### config.mk
export PLATFORM = sky130hd
export DESIGN_NAME = piso_serializer
export DESIGN_NICKNAME = d
export VERILOG_FILES = /design/src/rtl/piso_serializer_pkg.sv /design/src/rtl/piso_serializer_bit_timer.sv /design/src/rtl/piso_serializer.sv
export SDC_FILE = /design/constraint.sdc
export NUM_CORES = 1
export LEC_CHECK = 0
export ABC_CLOCK_PERIOD_IN_PS = 1600
export BUFFER_PORTS_ARGS = -buffer_cell sky130_fd_sc_hd__buf_2
export CORE_MARGIN = 2
export CORE_UTILIZATION = 51
export DETAILED_ROUTE_END_ITERATION = 12
export PLACE_DENSITY = 0.75
export RECOVER_POWER = 25
export SLEW_MARGIN = 10
export SYNTH_ARGS = -nofsm -noshare
export SYNTH_HDL_FRONTEND = slang
export SYNTH_SLANG_ARGS = --single-unit
### constraint.sdc
create_clock -name clk -period 1.6 [get_ports clk]
set_input_delay 0.16 -clock clk [delete_from_list [all_inputs] [get_ports clk]]
set_output_delay 0.16 -clock clk [all_outputs]
set_load 0.02 [all_outputs]
### src/rtl/piso_serializer_pkg.sv
// Shared definitions for the serial d/g link: FSM state encoding and bit-order constants,
// also used by the matching receive-side blocks.
package piso_serializer_pkg;

    typedef enum logic [1:0] {
        IDLE  = 2'd0,
        SHIFT = 2'd1,
        DONE  = 2'd2
    } state_t;

    localparam int ORDER_LSB_FIRST = 0;
    localparam int ORDER_MSB_FIRST = 1;

endpackage

### src/rtl/piso_serializer_bit_timer.sv
// Bit-period timer: counts DIV cycles per serial bit and raises a registered tick
// in the last cycle of each period.
module bit_timer #(
    parameter int DIV = 1
) (
    input  logic clk,
    input  logic rst,
    input  logic start,
    input  logic en,
    output logic tick
);

    localparam int CW = (DIV > 1) ? $clog2(DIV) : 1;
    localparam logic [CW-1:0] RELOAD = CW'(DIV - 1);

    logic [CW-1:0] div_cnt;
    logic [CW-1:0] nxt_cnt;

    always_comb begin
        nxt_cnt = (div_cnt == '0) ? RELOAD : div_cnt - 1'b1;
    end

    // tick is registered from the count value the next cycle will hold, so it lines up
    // with div_cnt==0 without a combinational decode on the output.
    always_ff @(posedge clk) begin
        if (rst) begin
            div_cnt <= '0;
            tick    <= 1'b0;
        end else if (start) begin
            div_cnt <= RELOAD;
            tick    <= (RELOAD == '0);
        end else if (en) begin
            div_cnt <= nxt_cnt;
            tick    <= (nxt_cnt == '0);
        end else begin
            tick    <= 1'b0;
        end
    end

endmodule

### src/rtl/piso_serializer.sv
// Parallel-in serial-out transmitter: accepts a word on valid/ready and shifts it out on sdo,
// with sgate marking the last (stable) cycle of every bit period.
module piso_serializer
    import piso_serializer_pkg::*;
#(
    parameter int WIDTH     = 8,
    parameter int DIV       = 1,
    parameter int MSB_FIRST = ORDER_MSB_FIRST
) (
    input  logic             clk,
    input  logic             rst,
    input  logic [WIDTH-1:0] din,
    input  logic             din_valid,
    output logic             din_ready,
    output logic             sdo,
    output logic             sgate,
    output logic             busy,
    output logic             done
);

    localparam int BW = $clog2(WIDTH);

    state_t           state;
    logic [WIDTH-1:0] shreg;
    logic [WIDTH-1:0] shifted;
    logic [BW-1:0]    bit_cnt;
    logic             tick;
    logic             timer_start;
    logic             timer_en;
    logic             last_bit;

    function automatic logic head_of(input logic [WIDTH-1:0] v);
        return (MSB_FIRST == ORDER_MSB_FIRST) ? v[WIDTH-1] : v[0];
    endfunction

    always_comb begin
        if (MSB_FIRST == ORDER_MSB_FIRST) begin
            shifted = {shreg[WIDTH-2:0], 1'b0};
        end else begin
            shifted = {1'b0, shreg[WIDTH-1:1]};
        end
    end

    assign last_bit    = tick && (bit_cnt == '0);
    assign timer_start = (state == IDLE) && din_valid && din_ready;
    // Timer stops on the final bit so no stray tick leaks into the DONE cycle.
    assign timer_en    = (state == SHIFT) && !last_bit;

    bit_timer #(
        .DIV(DIV)
    ) u_bit_timer (
        .clk  (clk),
        .rst  (rst),
        .start(timer_start),
        .en   (timer_en),
        .tick (tick)
    );

    assign sgate = tick;

    always_ff @(posedge clk) begin
        if (rst) begin
            state     <= IDLE;
            shreg     <= '0;
            bit_cnt   <= '0;
            din_ready <= 1'b1;
            sdo       <= 1'b0;
            busy      <= 1'b0;
            done      <= 1'b0;
        end else begin
            case (state)
                IDLE: begin
                    done <= 1'b0;
                    if (din_valid && din_ready) begin
                        state     <= SHIFT;
                        shreg     <= din;
                        bit_cnt   <= BW'(WIDTH - 1);
                        din_ready <= 1'b0;
                        busy      <= 1'b1;
                        sdo       <= head_of(din);
                    end else begin
                        din_ready <= 1'b1;
                        busy      <= 1'b0;
                        sdo       <= 1'b0;
                    end
                end
                SHIFT: begin
                    if (last_bit) begin
                        state <= DONE;
                        done  <= 1'b1;
                        sdo   <= 1'b0;
                    end else if (tick) begin
                        shreg   <= shifted;
                        bit_cnt <= bit_cnt - 1'b1;
                        sdo     <= head_of(shifted);
                    end
                end
                DONE: begin
                    state     <= IDLE;
                    done      <= 1'b0;
                    busy      <= 1'b0;
                    din_ready <= 1'b1;
                    sdo       <= 1'b0;
                end
                default: begin
                    state     <= IDLE;
                    bit_cnt   <= '0;
                    din_ready <= 1'b1;
                    sdo       <= 1'b0;
                    busy      <= 1'b0;
                    done      <= 1'b0;
                end
            endcase
        end
    end

endmodule
==> impl_metrics.tcl, run 1 <==
set metrics [dict create \
    status "finished clean" \
    place_hpwl_um 1200 \
    numClockSinks 17 \
    leakage_nw 0.361 \
    grt_pass1_vias 618 \
    synth_area_leaders "dfxtp_1 44%, mux2i_1 7.7%, a211oi_1 6.7%" \
    hold_end "shreg[0]$_SDFFE_PP0P_" \
    maxSlewHeadroom 0.757 \
    yosys.area.top_type "dfxtp_1" \
    critPathArrivalTime_ps 1710 \
    syn_inst 81 \
    r2r_start "bit_cnt[0]$_SDFFE_PP0P_" \
    root_buffer "clkbuf_4" \
    start_util 0.530 \
    ys_types 25 \
    worstPathRequired_ps 1790 \
    cts_tree "done" \
    cp_max_fo 6 \
    netlist_area_sq_um 779 \
    drc_errors 0 \
    avgViaCountPerCell 5.69 \
    die_h_um 43.1 \
    critPathMaxStageDelay_ps 340 \
    final_common_cell "dfxtp_1" \
    die_area_sq_mm 0.00186 \
    vias 654 \
    cp-start-kind "flop" \
    gp_congestion 0.787 \
    critPathCaptureType "flop" \
    cts_buffer_depth 2 \
    drt_iter0_drc 12 \
    fin_crit_ps 1520 \
    hold_depth 3 \
    hp-start "din[0]" \
    yosysTopAreaCellShare 0.437 \
    wl_um 1580 \
    rows 14 \
    drv_cap 0 \
    worst-setup-path-type "reg -> reg" \
    clock_latency_ps 300 \
    fmax_mhz 659 \
    fin_ws_ps 82.1 \
    firstDrtPassIters 4 \
    r2r_cells 6 \
    critPathSlowestCell "dfxtp_2" \
    worst_pin_slew_ps 364 \
    seq_area_frac_synth 0.437 \
    wire_per_inst_um 13.8 \
    finalHoldViolCount 0 \
    die_x_um 43.1 \
    dp_slack_ps 6.75 \
    ios 16 \
    cp_cell_sequence "inv_1 -> ha_1 -> ha_2 -> nor2b_1 -> o22ai_1 -> a22o_1" \
    fin_skew_ps 7.37 \
    overflow 0 \
    area_delta_synth_final_pct 14.9 \
    drv_slew 0 \
    ir_drop_mv 0.554 \
    grt_max_degree 12 \
    tns_ps 0 \
    cts_inserted_buffers 3 \
    utilization 0.609 \
    rsz0062_at_grt "false" \
    port_buffers 15 \
    hold_class "in -> reg" \
    setup_viol 0 \
    grt_pass1_wl_um 2850 \
    track_usage 0.203 \
    antenna_cells 0 \
    timing.final.crit_share 0.949 \
    ff2ff_setup_slack_ps 80 \
    cts_hold_buf 0 \
    num-nets-final 113 \
    yosysWarnings 0 \
    synthesis.nets 94 \
    cts.clk_slew.worst_paths_ps 100 \
    avgSynthCellArea_sq_um 9.62 \
    power_density_mw_per_mm2 1100 \
    hold_ws_ps 123 \
    ant_nets 0 \
    drive_gt1_frac 0.232 \
    reg2reg_to "bit_cnt[2]$_SDFFE_PP0P_" \
    layout_common_cells "16 x dfxtp_1, 11 x buf_2, 7 x a211oi_1" \
    cts.htree.levels 1 \
    antenna_found_initial 0 \
    synth-seq-cells 17 \
    coreArea_sq_mm 0.00147 \
]
[layer usage]
metal | GRT usage | vias to the layer above | part of all wire
met2 | 0.313 | 18 | 0.47
met4 | 0.0727 | 0 | 0.019
li1 | - | 337 | -
met3 | 0.0383 | 5 | 0.034
met1 | 0.280 | 294 | 0.47
met5 | 0 | - | 0
[cells in the mapped netlist (all sizes together)]
library cell	count
a211oi	7
a21oi	5
a22o	2
a311oi	1
a31oi	1
a32oi	1
and4bb	2
buf	2
clkbuf	1
dfxtp	17
ha	2
inv	6
mux2i	6
nand2	6
nand3	1
nand3b	3
nand4bb	2
nor2	3
nor2b	1
nor3	6
o211a	1
o21ai	3
o22ai	1
or2	1
[where the power goes]
part | internal, W | switching [W] | leakage, nW
combinational | 0.000112 | 0.000123 | 0.202
clock | 0.0000932 | 0.000143 | 0.0177
sequential | 0.000475 | 0.0000422 | 0.141
[worst max-delay path by stage]
stage                                  startpoint                       to  slack, ps
after floorplan           bit_cnt[0]$_SDFFE_PP0P_    shreg[1]$_SDFFE_PP0P_        180
after global placement    bit_cnt[0]$_SDFFE_PP0P_    shreg[6]$_SDFFE_PP0P_         90
after detailed placement  bit_cnt[0]$_SDFFE_PP0P_    shreg[2]$_SDFFE_PP0P_          7
after CTS                 bit_cnt[0]$_SDFFE_PP0P_    shreg[2]$_SDFFE_PP0P_         20
after global routing      bit_cnt[0]$_SDFFE_PP0P_  bit_cnt[0]$_SDFFE_PP0P_          3
final                     bit_cnt[0]$_SDFFE_PP0P_  bit_cnt[2]$_SDFFE_PP0P_         80
[worst max-delay path: cells and delay by family (launching register included)]
family          cells  cell delay [ps]
compound gates      2              400
buf+inv             1               50
fa+ha+maj           2              410
flops               1              340
simple gates        1              220
[final cells by class]
class                      instances  area, sq um
fill                             147          576
multi-input combinational         55          399
sequential                        17          342
timing repair buffer              17         85.1
clock buffer                       3         22.5
inverter                           6         22.5
tap                               16         20.0
clock inverter                     1         5.00
[kinds of logic after synthesis]
logic type      after synthesis  synth area share
fa+ha+maj                     2            0.0321
buf+inv                       9            0.0578
mux                           6            0.0770
compound gates               22             0.193
simple gates                 25             0.204
flops                        17             0.437
[state kept, by name, summed over array words and instances (netlist names)]
name,count
shreg,7
bit_cnt,3
state,2
din_ready,1
done,1
sdo,1
busy,1
u_bit_timer.tick,1
[per-stage QoR]
| stage | std cells | instance area (sq um) | total power (W) |
|---|---|---|---|
| finish | 115 | 896 | 0.000989 |
| global placement | 111 | 867 | 0.000756 |
| global route | 115 | 896 | 0.00105 |
| CTS | 115 | 895 | 0.000989 |
| floorplan | 81 | 779 | 0.000695 |
| detailed placement | 111 | 867 | 0.000760 |
[what timing repair did]
item	in CTS	in global routing
setup buffers	0	0
endpoints found under the setup margin	1	10
hold endpoints to repair	0	0
pin swaps	1	5
resized for setup	0	3
Note: power is estimated with default switching activity, not from simulation.
==> run 2: changes to the inputs <==
==> constraint.sdc (replaced) <==
create_clock -name clk -period 1.6 [get_ports clk]
set_input_delay 0.16 -clock clk [delete_from_list [all_inputs] [get_ports clk]]
set_output_delay 0.16 -clock clk [all_outputs]
set_load 0.05 [all_outputs]
==> run 2 against run 1 <==
Against the previous run:
- non-clock buffer count unchanged
- via count unchanged
- worst setup slack about the same
- critical endpoint unchanged
- critical path type unchanged
- flip-flop and latch count unchanged
- sequential share of layout area decreased by 0.053 points
- clock power about the same
- total power increased by 2.4%
- highest routed layer unchanged
==> impl_metrics.tcl, run 2 (synthesis results as in run 1) <==
set metrics [dict create \
    status "finished clean" \
    die_area_sq_mm 0.00186 \
    cts_setup_buffers 0 \
    area_delta_synth_final_pct 15.1 \
    grt_pass1_wl_um 2850 \
    avgViaCountPerCell 5.69 \
    fin_skew_ps 7.37 \
    clock_power_share 0.233 \
    hold_class "in -> reg" \
    track_usage 0.203 \
    switchingPower_w 0.000332 \
    worstPathRequired_ps 1790 \
    cts_buffer_depth 2 \
    drc_errors 0 \
    power_w 0.00101 \
    firstDrtPassIters 4 \
    wl_um 1580 \
    worst_pin_slew_ps 593 \
    drv_slew 0 \
    die_h_um 43.1 \
    worst-setup-path-type "reg -> reg" \
    antenna_found_initial 0 \
    grt_max_degree 12 \
    gp_congestion 0.787 \
    worst-path-buf-inv 1 \
    place_inst 111 \
    grt_pass1_vias 618 \
    ff2ff_setup_slack_ps 80 \
    critPathArrivalTime_ps 1710 \
    crit_family "adder cells" \
    post-route-cell-area_sq_um 897 \
    cts.clk_slew.worst_paths_ps 100 \
    maxSlewHeadroom 0.606 \
    rows 14 \
    critPathMaxStageDelay_ps 340 \
    port_buffers 15 \
    reg_top3 "shreg x7, bit_cnt x3, state x2" \
    cp_max_fo 6 \
    setup_viol 0 \
    nFillCells 146 \
    final_common_cell "dfxtp_1" \
    stdcell_count 115 \
    start_util 0.530 \
    place_hpwl_um 1200 \
    vias 654 \
    rsz0062_at_grt "false" \
    drt_iter0_drc 12 \
    drv_cap 0 \
    top_register "shreg" \
    cp-start-kind "flop" \
    ir_drop_mv 0.566 \
    die_x_um 43.1 \
    cts.htree.levels 1 \
    fin_crit_ps 1520 \
    numClockSinks 17 \
    num-nets-final 113 \
    largest_reg_flops 7 \
    layout_common_cells "16 x dfxtp_1, 12 x buf_2, 7 x a211oi_1" \
    hold_ws_ps 123 \
    finalHoldViolCount 0 \
    clock_latency_ps 300 \
    switching_share 0.328 \
    leakage_nw 0.363 \
    p_int_w 0.000681 \
    overflow 0 \
    ant_nets 0 \
    drive_gt1_frac 0.242 \
    ios 16 \
    p_seq_frac 0.510 \
    wire_per_inst_um 13.8 \
    cts_tree "done" \
    place_area_sq_um 867 \
    r2r_cells 6 \
    antenna_cells 0 \
    crit_cells 6 \
    critPathCaptureType "flop" \
    fmax_mhz 659 \
    tns_ps 0 \
    multi_input_area_sq_um 399 \
    power.share.combinational 0.256 \
    cp_cell_sequence "inv_1 -> ha_1 -> ha_2 -> nor2b_1 -> o22ai_1 -> a22o_1" \
    seqCellArea_sq_um 342 \
    power_density_mw_per_mm2 1130 \
    critPathSlowestCell "dfxtp_2" \
    coreArea_sq_mm 0.00147 \
    hold_depth 3 \
    timing.final.crit_share 0.949 \
    root_buffer "clkbuf_4" \
    cts_inserted_buffers 3 \
]
run 2: cell count changes in the layout (fill, tap and decap cells not counted), sizes merged:
cell	delta
buf	+1
clkbuf	-1
run 2: worst paths after layout:
kind,start,endpoint
setup / recovery,bit_cnt[0]$_SDFFE_PP0P_,bit_cnt[2]$_SDFFE_PP0P_
hold / removal,din[0],shreg[0]$_SDFFE_PP0P_
setup reg to reg,bit_cnt[0]$_SDFFE_PP0P_,bit_cnt[2]$_SDFFE_PP0P_
hold reg to reg,busy$_SDFFE_PP0N_,busy$_SDFFE_PP0N_
run 2: metal layers:
metal  vias up  part of all wire  GRT usage  wire [um]
li1        337                 -          -          -
met3         5             0.034     0.0383         54
met2        18              0.47      0.313        747
met1       294              0.47      0.280        749
met4         0             0.019     0.0727         30
met5         -                 0          0          0
run 2: through the flow:
stage	setup slack (ps)	utilization
finish	82.1	0.610
global placement	86.8	0.589
detailed placement	6.75	0.589
CTS	17.0	0.608
global route	3.38	0.610
floorplan	175	-
run 2: repair_timing:
item,CTS,global route
gates resized for setup,0,3
hold buffers,0,0
pin swaps,1,5
setup endpoints to repair,1,10
gates cloned,0,0
run 2: layout make-up:
type	instances	area share
Timing Repair Buffer	17	0.0962
Clock buffer	3	0.0251
Inverter	6	0.0251
Sequential cell	17	0.381
Tap cell	16	0.0223
Clock inverter	1	0.00558
Multi-Input combinational cell	55	0.445
run 2: power groups by stage:
stage | clock network (W) | logic (W) | registers [W]
finish | 0.000237 | 0.000260 | 0.000517
global route | 0.000254 | 0.000293 | 0.000523
CTS | 0.000238 | 0.000260 | 0.000515
detailed placement | 0 | 0.000260 | 0.000524
global placement | 0 | 0.000255 | 0.000524
floorplan | 0 | 0.000173 | 0.000545
run 2: worst reg2reg max path, delay by kind of cell, from the launching register on:
| kind | cells | cell delay (ps) |
|---|---|---|
| compound gates | 2 | 400 |
| fa+ha+maj | 2 | 410 |
| flops | 1 | 340 |
| buf+inv | 1 | 50 |
| simple gates | 1 | 220 |
